$ cat config.mk
export PLATFORM = sky130hd
export DESIGN_NAME = dct_sum_scale_pipe
export DESIGN_NICKNAME = d
export VERILOG_FILES = /design/src/rtl/dct_sum_scale_pipe.sv
export SDC_FILE = /design/constraint.sdc
export NUM_CORES = 1
export LEC_CHECK = 0
export ABC_AREA = 1
export CORE_MARGIN = 2
export CORE_UTILIZATION = 28
export DETAILED_ROUTE_END_ITERATION = 8
export GPL_ROUTABILITY_DRIVEN = 0
export SKIP_CTS_REPAIR_TIMING = 1
export SLEW_MARGIN = 20
export SYNTH_ARGS = -nofsm -noshare
export SYNTH_HDL_FRONTEND = slang
export SYNTH_SLANG_ARGS = --single-unit
$ cat constraint.sdc
create_clock -name clk -period 4.2 [get_ports clk]
set_input_delay 0.84 -clock clk [delete_from_list [all_inputs] [get_ports clk]]
set_output_delay 0.84 -clock clk [all_outputs]
set_load 0.02 [all_outputs]
$ cat src/rtl/dct_sum_scale_pipe.sv
// dct_sum_scale_pipe
//   Pipelined signed adder tree with scaling. NUM_IN signed lanes are summed
//   over L = log2(NUM_IN) registered tree levels. A final registered stage
//   divides the sum by 2^SHIFT (truncate toward zero or round half away from
//   zero), then saturates or wraps to OUT_W bits. Latency is L+1 cycles and
//   throughput is one vector per cycle.
//
// Ports
//   clk        clock, rising edge
//   rst        synchronous reset, active high
//   in_valid   input vector valid
//   in_data    packed signed lanes, lane k at [k*IN_W +: IN_W]
//   rnd_mode   0 = truncate toward zero, 1 = round half away from zero
//   sat_en     1 = saturate to OUT_W, 0 = keep low OUT_W bits
//   out_valid  out_data/out_ovf valid
//   out_data   signed scaled sum
//   out_ovf    scaled result was outside the OUT_W signed range
module dct_sum_scale_pipe #(
    parameter int unsigned NUM_IN = 8,
    parameter int unsigned IN_W   = 14,
    parameter int unsigned OUT_W  = 12,
    parameter int unsigned SHIFT  = 3
) (
    input  logic                     clk,
    input  logic                     rst,
    input  logic                     in_valid,
    input  logic [NUM_IN*IN_W-1:0]   in_data,
    input  logic                     rnd_mode,
    input  logic                     sat_en,
    output logic                     out_valid,
    output logic [OUT_W-1:0]         out_data,
    output logic                     out_ovf
);

    localparam int unsigned L  = $clog2(NUM_IN);
    localparam int unsigned SW = IN_W + L;
    // Result width: wide enough for -|S| and +|S| and for the OUT_W limits.
    localparam int unsigned RW = (SW + 2 > OUT_W + 1) ? SW + 2 : OUT_W + 1;

    localparam int unsigned HALF_SH = (SHIFT == 0) ? 0 : SHIFT - 1;
    localparam logic [SW:0] HALF    = (SHIFT == 0) ? '0 : ((SW + 1)'(1) << HALF_SH);

    localparam logic signed [RW-1:0] MAX = {{(RW - OUT_W + 1){1'b0}}, {(OUT_W - 1){1'b1}}};
    localparam logic signed [RW-1:0] MIN = {{(RW - OUT_W + 1){1'b1}}, {(OUT_W - 1){1'b0}}};

    // Adder tree: level gl holds NUM_IN >> (gl+1) partial sums of IN_W+gl+1 bits.
    for (genvar gl = 0; gl < L; gl++) begin : g_lvl
        localparam int unsigned W = IN_W + gl + 1;
        localparam int unsigned N = NUM_IN >> (gl + 1);

        logic [W-2:0] op [2*N];
        logic         prv_vld;
        logic         prv_rnd;
        logic         prv_sat;
        logic [W-1:0] sum_q [N];
        logic         vld_q;
        logic         rnd_q;
        logic         sat_q;

        if (gl == 0) begin : g_src
            always_comb begin
                for (int unsigned k = 0; k < 2 * N; k++) begin
                    op[k] = in_data[k*IN_W +: IN_W];
                end
            end
            assign prv_vld = in_valid;
            assign prv_rnd = rnd_mode;
            assign prv_sat = sat_en;
        end else begin : g_src
            always_comb begin
                for (int unsigned k = 0; k < 2 * N; k++) begin
                    op[k] = g_lvl[gl-1].sum_q[k];
                end
            end
            assign prv_vld = g_lvl[gl-1].vld_q;
            assign prv_rnd = g_lvl[gl-1].rnd_q;
            assign prv_sat = g_lvl[gl-1].sat_q;
        end

        always_ff @(posedge clk) begin
            if (rst) begin
                vld_q <= 1'b0;
            end else begin
                vld_q <= prv_vld;
            end
        end

        // Data and modes only load with a valid vector; one extra sign bit
        // per level makes the add overflow-free.
        always_ff @(posedge clk) begin
            if (prv_vld) begin
                rnd_q <= prv_rnd;
                sat_q <= prv_sat;
                for (int unsigned k = 0; k < N; k++) begin
                    sum_q[k] <= {op[2*k][W-2], op[2*k]} + {op[2*k+1][W-2], op[2*k+1]};
                end
            end
        end
    end

    logic [SW-1:0]          s;
    logic                   fin_vld;
    logic                   fin_rnd;
    logic                   fin_sat;
    logic                   s_neg;
    logic [SW:0]            mag;
    logic [SW:0]            q;
    logic signed [RW-1:0]   r;
    logic                   ovf;
    logic [OUT_W-1:0]       res;

    assign s       = g_lvl[L-1].sum_q[0];
    assign fin_vld = g_lvl[L-1].vld_q;
    assign fin_rnd = g_lvl[L-1].rnd_q;
    assign fin_sat = g_lvl[L-1].sat_q;

    always_comb begin
        s_neg = s[SW-1];
        // One extra bit so |most negative sum| is representable.
        mag   = s_neg ? -{1'b1, s} : {1'b0, s};
        q     = (mag + (fin_rnd ? HALF : '0)) >> SHIFT;
        // Sign applied after scaling, so a zero magnitude never turns into -1.
        r     = s_neg ? -RW'(q) : RW'(q);
        ovf   = (r > MAX) || (r < MIN);
        res   = r[OUT_W-1:0];
        if (fin_sat && ovf) begin
            res = r[RW-1] ? MIN[OUT_W-1:0] : MAX[OUT_W-1:0];
        end
    end

    always_ff @(posedge clk) begin
        if (rst) begin
            out_valid <= 1'b0;
            out_data  <= '0;
            out_ovf   <= 1'b0;
        end else begin
            out_valid <= fin_vld;
            if (fin_vld) begin
                out_data <= res;
                out_ovf  <= ovf;
            end
        end
    end

endmodule

==> results of run 1 <==
[layer usage]
layer  global-route usage  part of all wire  up-vias
met5                    0                 0        -
met2                0.176              0.46      122
met4               0.0291             0.011        0
met3               0.0251             0.043       14
met1                0.132              0.49     3130
li1                     -                 -     3876
[synth_stat cells]
master / n
nor2_1: 65
o21bai_1: 26
clkbuf_1: 4
ha_1: 104
o21ai_1: 2
a21oi_2: 11
a21o_1: 1
a22o_1: 1
nand2_4: 2
or2_2: 3
o211ai_1: 1
nand4_1: 8
o21ai_0: 49
nand3b_1: 7
xor2_1: 78
nand3_2: 4
o221ai_1: 1
inv_2: 3
nand3_1: 57
dfxtp_1: 17
nor3_1: 4
o31ai_1: 6
fa_1: 7
inv_1: 149
nand2_1: 178
nand2_2: 15
nor2_2: 10
xnor2_1: 12
edfxtp_1: 115
nor2_4: 5
a21oi_1: 101
nor4_1: 7
buf_6: 4
o21a_1: 2
buf_4: 1
a31oi_1: 1
[cell type report]
class                           instances  share of cell area
Clock inverter                         14              0.0109
Tap cell                              448              0.0473
Clock buffer                           18              0.0362
Sequential cell                       132               0.320
Multi-Input combinational cell        768               0.425
Inverter                              152              0.0482
Timing Repair Buffer                  134               0.112
[power breakdown]
group | internal, mW | switching, mW
combinational | 0.676 | 0.885
sequential | 1.74 | 0.0829
clock | 0.821 | 0.567
total | 3.24 | 1.53
[through the flow]
stage	std cells	area (um^2)	utilization	worst slack, ns
3_5_place_dp	1634	11300	0.338	0.184
6_report	1666	11800	0.354	0.575
3_3_place_gp	1634	11300	0.338	0.288
4_1_cts	1666	11800	0.354	0.618
2_1_floorplan	1061	9470	-	1.04
5_1_grt	1666	11800	0.354	0.265
[state kept, by name (all words and copies together) (netlist names)]
name and count:
g_lvl.sum_q 109, g_lvl.vld_q 2, g_lvl.sat_q 2, fin_sat 1
fin_rnd 1, out_ovf 1, fin_vld 1, g_lvl.rnd_q 2
out_data 12, out_valid 1
[worst max-delay path, delay by kind of cell]
kind                     cells  cell delay [ns]
AND/OR/NAND/NOR              4             0.28
adder cells (fa/ha/maj)      2             0.56
AO/OA/AOI/OAI                9             1.51
buffers and inverters        3             0.58
[worst paths after layout]
check	to	slack [ns]	depth (start not counted)
max	g_lvl[0].sum_q[0][14]$_DFFE_PP_	0.57	18
min	fin_sat$_DFFE_PP_	0.41	0
max reg2reg	g_lvl[1].sum_q[0][30]$_DFFE_PP_	1.18	16
min reg2reg	fin_sat$_DFFE_PP_	0.41	0
[kinds of logic after synthesis]
| logic type | count (synthesis) | share of synthesized area |
|---|---|---|
| buffers and inverters | 161 | 0.0674 |
| adders and majority gates | 111 | 0.152 |
| AOI/OAI and AO/OA | 202 | 0.122 |
| and+or+nand+nor | 365 | 0.175 |
| DFF | 132 | 0.401 |
| xor gates and xnor gates | 90 | 0.0832 |
==> results.tsv, run 1 <==
metric	value	unit
routedWlPerCell	10.7	um
vias	7142	
power.density	403	mW/mm^2
start_kind	input port	
firstDrtPassIters	5	
period_minus_slack	3.63	ns
status	complete, no violations	
crit_chain	clkdlybuf4s50_1, ha_1, inv_1, fa_1, o21ai_0, a21oi_1, o21ai_0, nand2_1, nand2_1, a21oi_1, inv_1, a21oi_1, o21bai_1, a21oi_1, o21bai_1, nand2_1, nand3_1, o21ai_0	
multiInputGateArea	0.00504	mm^2
critPathKind	input port to flip-flop	
vdd_drop_max	0.288	mV
drv_cap	0	
regArea	0.00379	mm^2
layout_commonest_cell	nand2_1	
drt_iter0_drc	306	
synth-seq-area-share	0.401	
grt_pass1_vias	7018	
synth_area_leader_cell	edfxtp_1	
grt_max_degree	34	
antenna_cells	0	
numCtsBuffers	17	
cts_tree	yes	
place_hpwl	14800	um
rsz0062_at_grt	no	
grt-ovfl-total	0	
hp-start	g_lvl[1].sat_q$_DFFE_PP_	
critPathSlowestCell	clkdlybuf4s50_1	
antenna_found_initial	0	
crit_top_cell	a21oi_1	
die-area	0.0353	mm^2
final_hold_viol_count	0	
crit_fanout	2	
worst_pin_slew	0.862	ns
htree_levels	4	
netlist-cell-type-count	36	
syn_area_per_cell	8.93	um^2
clock_skew	0.0109	ns
grt.total_usage	0.104	
drive_above_1_share	0.0722	
io_buffers	130	
clkSlewWorstSetupHoldPaths	0.06	ns
cpPeakStageDelay	0.47	ns
synth_nets	1289	
synthCells	1061	
hp-class	flip-flop to flip-flop	
synth.area.top_cells	edfxtp_1, ha_1, xor2_1	
startpoint	in_data[0]	
clockBufferDepth	2	
start_util	0.283	
fp.dieH	188	um
layout_common_cells	nand2_1, inv_1, clkdlybuf4s50_1, edfxtp_1, ha_1	
routed_via_density	4.29	
slew_viol_final	0	
report.final.setup_viol	0	
max_freq	276	MHz
leakage	5.12	nW
total_power	4.78	mW
area_growth	25.1	%
drcViolationCount	0	
drt_wl_total	17800	um
coreArea	0.0334	mm^2
ioPinCount	131	
cts_sinks	132	
worst_setup_path_end_kind	flip-flop	
cts-root-buf	clkbuf_16	
ys_warn_count	0	
reg2reg_from	g_lvl[0].sum_q[2][0]$_DFFE_PP_	
tns	0	ns
dieWidth	188	um
grt_first_pass_wirelength	30500	um
fill_cells	3414	
rows	67	
slew_headroom	0.424	
fin_crit_sh	0.863	
final_nets	1433	
cp.required	4.36	ns
cp_data_arrival_time	3.79	ns
clk_latency	0.41	ns
synth_top_area_share	0.365	
hold_ws	0.412	ns
ant_nets	0	
syn_area	0.00947	mm^2
synth-seq-cells	132	
No activity file was read; power rests on OpenSTA's default activity.
==> run 2, diff against run 1 <==
MAX_ROUTING_LAYER = met4   (was unset)
clock period = 3.8 ns   (was 4.2 ns; I/O delays follow)
==> results.tsv, run 2 (synthesized netlist as in run 1, its figures left out) <==
metric	value	unit	change
p_int	3.66	mW	was 3.24 mW
drcViolationCount	0		unchanged
clkPwrFrac	0.297		was 0.291
hp-class	flip-flop to flip-flop		unchanged
status	complete, no violations		unchanged
grt_first_pass_wirelength	30500	um	about the same
clk_latency	0.42	ns	was 0.41 ns
leakage	5.18	nW	was 5.12 nW
firstDrtPassIters	6		was 5
slew_viol_final	0		unchanged
clock_skew	0.00988	ns	was 0.0109 ns
path_delay_family	compound AO/OA/AOI/OAI gates		unchanged
worst_pin_slew	0.806	ns	was 0.862 ns
use_met3	0.0238		was 0.0251
rows	67		unchanged
grt_max_degree	41		was 34
coreArea	0.0334	mm^2	unchanged
antenna_cells	0		unchanged
largest_registers	g_lvl.sum_q x109, out_data x12		unchanged
busiest_layer	met2		unchanged
drv_cap	0		unchanged
final_hold_viol_count	0		unchanged
p_seq_frac	0.378		was 0.383
final_cell_area	0.0119	mm^2	was 0.0118 mm^2
crit_chain	clkdlybuf4s50_1, ha_1, inv_1, fa_1, o21ai_0, a21oi_1, o21ai_0, nand2_1, nand2_1, a21oi_1, inv_1, a21oi_1, o21bai_1, a21oi_1, o21bai_1, nand2_1, nand3_1, o21ai_0		unchanged
dpl_cell_area	0.0114	mm^2	was 0.0113 mm^2
routed_via_density	4.27		was 4.29
power.density	448	mW/mm^2	was 403 mW/mm^2
routedWlPerCell	10.6	um	was 10.7 um
critPathSlowestCell	clkdlybuf4s50_1		unchanged
clkSlewWorstSetupHoldPaths	0.06	ns	about the same
layout_common_cells	nand2_1, inv_1, clkdlybuf4s50_1, edfxtp_1, ha_1		unchanged
cts-root-buf	clkbuf_16		unchanged
dieWidth	188	um	unchanged
worst_setup_path_end_kind	flip-flop		unchanged
place_hpwl	14800	um	about the same
report.final.setup_viol	0		unchanged
critPathKind	input port to flip-flop		unchanged
die-area	0.0353	mm^2	unchanged
crit_fanout	2		unchanged
numCtsBuffers	17		unchanged
grt_pass1_vias	6861		was 7018
cp.required	3.96	ns	was 4.36 ns
p_switching	1.69	mW	was 1.53 mW
worst_slack	0.456	ns	was 0.575 ns
cts_sinks	132		unchanged
drt_wl_total	17700	um	was 17800 um
htree_levels	4		unchanged
max_freq	299	MHz	
post-place-ws	0.0347	ns	was 0.184 ns
grt.total_usage	0.107		was 0.104
fill_cells	3391		was 3414
drive_above_1_share	0.0807		was 0.0722
grtUsageMet2	0.172		was 0.176
layout_commonest_cell	nand2_1		unchanged
crit_top_cell	a21oi_1		unchanged
slew_headroom	0.462		was 0.424
cpPeakStageDelay	0.47	ns	about the same
area_growth	26.1	%	was 25.1%
tns	0	ns	unchanged
drt_iter0_drc	288		was 306
hold_ws	0.414	ns	was 0.412 ns
clockBufferDepth	2		unchanged
ant_nets	0		unchanged
grt-ovfl-total	0		unchanged
switching_share	0.316		was 0.321
antenna_found_initial	0		unchanged
rsz0062_at_grt	no		unchanged
start_util	0.283		unchanged
top_register	g_lvl.sum_q		unchanged
final_nets	1443		was 1433
vdd_drop_max	0.289	mV	was 0.288 mV
period_minus_slack	3.34	ns	
largest_reg_flops	109		unchanged
fin_util	0.357		was 0.354
start_kind	input port		unchanged
worst-path-buf-inv	3		unchanged
cts_tree	yes		unchanged
fin_crit_sh	0.880		
ioPinCount	131		unchanged
vias	7159		was 7142
io_buffers	130		unchanged
cp_data_arrival_time	3.51	ns	was 3.79 ns
power.combinational.fraction	0.325		was 0.327
met1_usage	0.139		was 0.132
fp.dieH	188	um	unchanged
run 2: changes by cell type in the layout (fill, tap and decap cells not counted), sizes merged:
cell      change
clkinvlp      +1
bufinv        +1
clkinv        -1
clkbuf        -1
inv           -1
buf          +10
run 2: metrics by stage:
stage          instances  power (mW)
2_1_floorplan       1061        3.32
3_3_place_gp        1644        3.79
3_5_place_dp        1644        3.81
4_1_cts             1675        5.42
5_1_grt             1675        5.74
6_report            1675        5.34
run 2: layer usage:
metal	part of all wire	up-vias
met3	0.033	11
met5	0	-
met1	0.51	3136
met2	0.45	115
met4	0.0077	0
li1	-	3897
run 2: path summary, 6_finish.rpt:
path                                                   endpoint  slack (ns)                           start  depth (start not counted)
worst max-delay path            g_lvl[0].sum_q[0][14]$_DFFE_PP_        0.46                     in_data[14]                         18
worst min-delay path                          fin_sat$_DFFE_PP_        0.41        g_lvl[1].sat_q$_DFFE_PP_                          0
worst min register to register                fin_sat$_DFFE_PP_        0.41        g_lvl[1].sat_q$_DFFE_PP_                          0
worst max register to register  g_lvl[1].sum_q[0][30]$_DFFE_PP_        0.76  g_lvl[0].sum_q[3][0]$_DFFE_PP_                         16
run 2: power groups by stage:
stage                     registers [mW]  logic, mW  clock network, mW
after floorplan                     2.02       1.29                  0
after global placement              2.05       1.74                  0
after detailed placement            2.05       1.76                  0
after CTS                           2.03       1.77               1.63
after global routing                2.04       2.00               1.69
final                               2.02       1.74               1.59
run 2: final cells by class:
cell class	instances	area, um^2	area share
repair buffers	144	1400	0.117
multi-input cells	768	5040	0.422
clock buffers	17	425	0.0356
flip-flops and latches	132	3790	0.318
inverters	152	571	0.0478
clock inverters	14	151	0.0127
well taps	448	561	0.0469
==> run 3, diff against run 2 <==
ABC_AREA = unset   (was 1)
MAX_ROUTING_LAYER = unset   (was met4)
==> results.tsv, run 3 <==
metric	value	unit	change
die-area	0.0349	mm^2	was 0.0353 mm^2
largest_reg_flops	109		unchanged
ioPinCount	131		unchanged
synth-seq-cells	132		unchanged
area_growth	33.3	%	was 26.1%
synthFlopType	edfxtp_1		unchanged
clkSlewWorstSetupHoldPaths	0.06	ns	about the same
reg2reg_from	g_lvl[2].sum_q[0][2]$_DFFE_PP_		was g_lvl[0].sum_q[3][0]$_DFFE_PP_
synth_area_leader_cell	edfxtp_1		unchanged
cts-root-buf	clkbuf_16		unchanged
report.final.setup_viol	12		was 0
grt-ovfl-total	0		unchanged
firstDrtPassIters	4		was 6
antenna_cells	0		unchanged
synth_edf_count	115		unchanged
synth-async-reset-ratio	0		unchanged
io_buffers	130		unchanged
worst_pin_slew	0.847	ns	was 0.806 ns
hold_depth	0		unchanged
final_cell_area	0.0125	mm^2	was 0.0119 mm^2
ant_nets	0		unchanged
min_to	fin_sat$_DFFE_PP_		unchanged
crit_chain	buf_4, or4_4, nor3_2, nor4b_2, buf_4, o221a_2, a211oi_4, a2111oi_4, buf_4, or4b_1, o41ai_2, buf_4, and2_4, buf_4, o21ai_0, a22o_1		was clkdlybuf4s50_1, ha_1, inv_1, fa_1, o21ai_0, a21oi_1, o21ai_0, nand2_1, nand2_1, a21oi_1, inv_1, a21oi_1, o21bai_1, a21oi_1, o21bai_1, nand2_1, nand3_1, o21ai_0
total_power	5.34	mW	about the same
synth-seq-area-share	0.405		was 0.401
max_freq	260	MHz	was 299 MHz
place_hpwl	15800	um	was 14800 um
critPathSlowestCell	or4_4		was clkdlybuf4s50_1
clock_skew	0.00898	ns	was 0.00988 ns
grt.total_usage	0.114		was 0.107
grt_first_pass_wirelength	32800	um	was 30500 um
drv_cap	0		unchanged
fp.dieH	187	um	was 188 um
cpPeakStageDelay	0.57	ns	was 0.47 ns
cp.required	4.10	ns	was 3.96 ns
rsz0062_at_grt	yes		was no
reg2regPathDepth	16		unchanged
grt_pass1_vias	7209		was 6861
coreArea	0.0327	mm^2	was 0.0334 mm^2
crit_fanout	8		was 2
fill_cells	3238		was 3391
path_delay_family	simple AND/OR/NAND/NOR gates		was compound AO/OA/AOI/OAI gates
htree_levels	4		unchanged
final_nets	1390		was 1443
routed_via_density	4.57		was 4.27
ys_warn_count	0		unchanged
r2r_end	out_data[8]$_SDFFE_PP0P_		was g_lvl[1].sum_q[0][30]$_DFFE_PP_
numCtsBuffers	17		unchanged
critPathKind	flip-flop to flip-flop		was input port to flip-flop
synth_top_area_share	0.369		was 0.365
synthTopCellsByCount	edfxtp_1, ha_1, inv_1		was nand2_1, inv_1, edfxtp_1
synth_nets	1171		was 1289
vias	7395		was 7159
hp-start	g_lvl[1].sat_q$_DFFE_PP_		unchanged
post-place-ws	-0.317	ns	was 0.0347 ns
dieWidth	187	um	was 188 um
yosysMostFrequentCell	edfxtp_1		was nand2_1
antenna_found_initial	5		was 0
synthCells	943		was 1061
drive_above_1_share	0.137		was 0.0807
top_register	g_lvl.sum_q		unchanged
clockBufferDepth	2		unchanged
vdd_drop_max	0.303	mV	was 0.289 mV
ff2ff_setup_slack	-0.04	ns	was 0.76 ns
leakage	5.04	nW	was 5.18 nW
worst_slack	-0.0401	ns	was 0.456 ns
worst_setup_path_end_kind	flip-flop		unchanged
hp-class	flip-flop to flip-flop		unchanged
start_util	0.286		was 0.283
cts_tree	yes		unchanged
drcViolationCount	0		unchanged
slew_headroom	0.435		was 0.462
grt_max_degree	35		was 41
netlist-cell-type-count	73		was 36
largest_registers	g_lvl.sum_q x109, out_data x12		unchanged
dp_cells	1571		was 1644
worst-path-buf-inv	5		was 3
layout_commonest_cell	clkdlybuf4s50_1		was nand2_1
startpoint	g_lvl[2].sum_q[0][2]$_DFFE_PP_		was in_data[14]
clk_latency	0.42	ns	about the same
slew_viol_final	0		unchanged
period_minus_slack	3.84	ns	was 3.34 ns
fin_crit_sh	1.01		was 0.880
violations	setup timing		
start_kind	flip-flop		was input port
syn_area	0.00936	mm^2	was 0.00947 mm^2
power.density	428	mW/mm^2	was 448 mW/mm^2
rows	66		was 67
drt_wl_total	20000	um	was 17700 um
finalNonFillerCells	1617		was 1675
routedWlPerCell	12.4	um	was 10.6 um
cp_data_arrival_time	4.14	ns	was 3.51 ns
fin_util	0.382		was 0.357
synth.area.top_cells	edfxtp_1, ha_1, xnor2_1		was edfxtp_1, ha_1, xor2_1
cts_sinks	132		unchanged
status	complete, but fails checks		was complete, no violations
dpl_cell_area	0.0117	mm^2	was 0.0114 mm^2
drt_iter0_drc	220		was 288
final_hold_viol_count	0		unchanged
syn_area_per_cell	9.92	um^2	was 8.93 um^2
layout_common_cells	clkdlybuf4s50_1, edfxtp_1, ha_1, inv_1, buf_4		was nand2_1, inv_1, clkdlybuf4s50_1, edfxtp_1, ha_1
crit_top_cell	buf_4		was a21oi_1
==> run 3: cell types whose count changed after synthesis, moves of 14 or more <==
cell,change
nand2_1,-109
xnor2_1,+61
xor2_1,-60
inv_1,-56
a21oi_1,-49
nand3_1,-39
o21ai_0,+32
o21bai_1,-25
a21boi_0,+21
nand2_2,-15
a21o_1,+14
nor3_1,+14
==> run 3: power by group <==
group	switching, mW	total (mW)	leakage [nW]	internal (mW)
registers	0.0870	1.98	1.24	1.90
clock network	0.674	1.52	0.253	0.849
logic	0.944	1.84	3.55	0.891
==> run 3: worst max path at each step <==
stage          cells past startpoint  slack [ns]                         endpoint
2_1_floorplan                     21       -0.20         out_data[0]$_SDFFE_PP0P_
3_3_place_gp                      16       -0.25  g_lvl[0].sum_q[1][14]$_DFFE_PP_
3_5_place_dp                      16       -0.32  g_lvl[0].sum_q[1][14]$_DFFE_PP_
4_1_cts                           13        0.05         out_data[8]$_SDFFE_PP0P_
5_1_grt                           16       -0.21         out_data[8]$_SDFFE_PP0P_
6_report                          16       -0.04         out_data[8]$_SDFFE_PP0P_
==> run 3: kinds of logic after synthesis <==
family / after synthesis / synth area share
and+or+nand+nor: 253 / 0.135
xor gates and xnor gates: 92 / 0.0869
adders and majority gates: 112 / 0.155
AOI/OAI and AO/OA: 238 / 0.165
DFF: 132 / 0.405
muxes: 5 / 0.00602
buffers and inverters: 111 / 0.0469
==> run 3: per-layer routing <==
metal  vias to the layer above  global-route usage  routed length (um)
li1                       3859                   -                   -
met1                      3353               0.132                8670
met2                       155               0.200                9700
met3                        22              0.0432                1410
met4                         6              0.0256                 217
met5                         -                   0                  39
==> run 3: stage by stage <==
stage                     TNS, ns  hold WS, ns
after floorplan             -1.94        0.400
after global placement      -1.22        0.410
after detailed placement    -1.90        0.407
after CTS                       0        0.421
after global routing        -2.18        0.434
final                      -0.259        0.419
==> run 3: cell type report <==
class	instances	area, um^2	share of cell area
multi-input cells	701	5280	0.423
flip-flops and latches	132	3790	0.304
repair buffers	217	1960	0.157
well taps	442	553	0.0443
clock buffers	17	425	0.0341
inverters	93	349	0.0280
clock inverters	15	120	0.00963
==> run 3: worst register-to-register path, cell delays in order (launching register included) <==
cell and delay [ns]:
edfxtp_1 0.44, buf_4 0.17, or4_4 0.57, nor3_2 0.22, nor4b_2 0.07, buf_4 0.16
o221a_2 0.32, a211oi_4 0.28, a2111oi_4 0.08, buf_4 0.14, or4b_1 0.48, o41ai_2 0.07
buf_4 0.18, and2_4 0.14, buf_4 0.14, o21ai_0 0.08, a22o_1 0.21
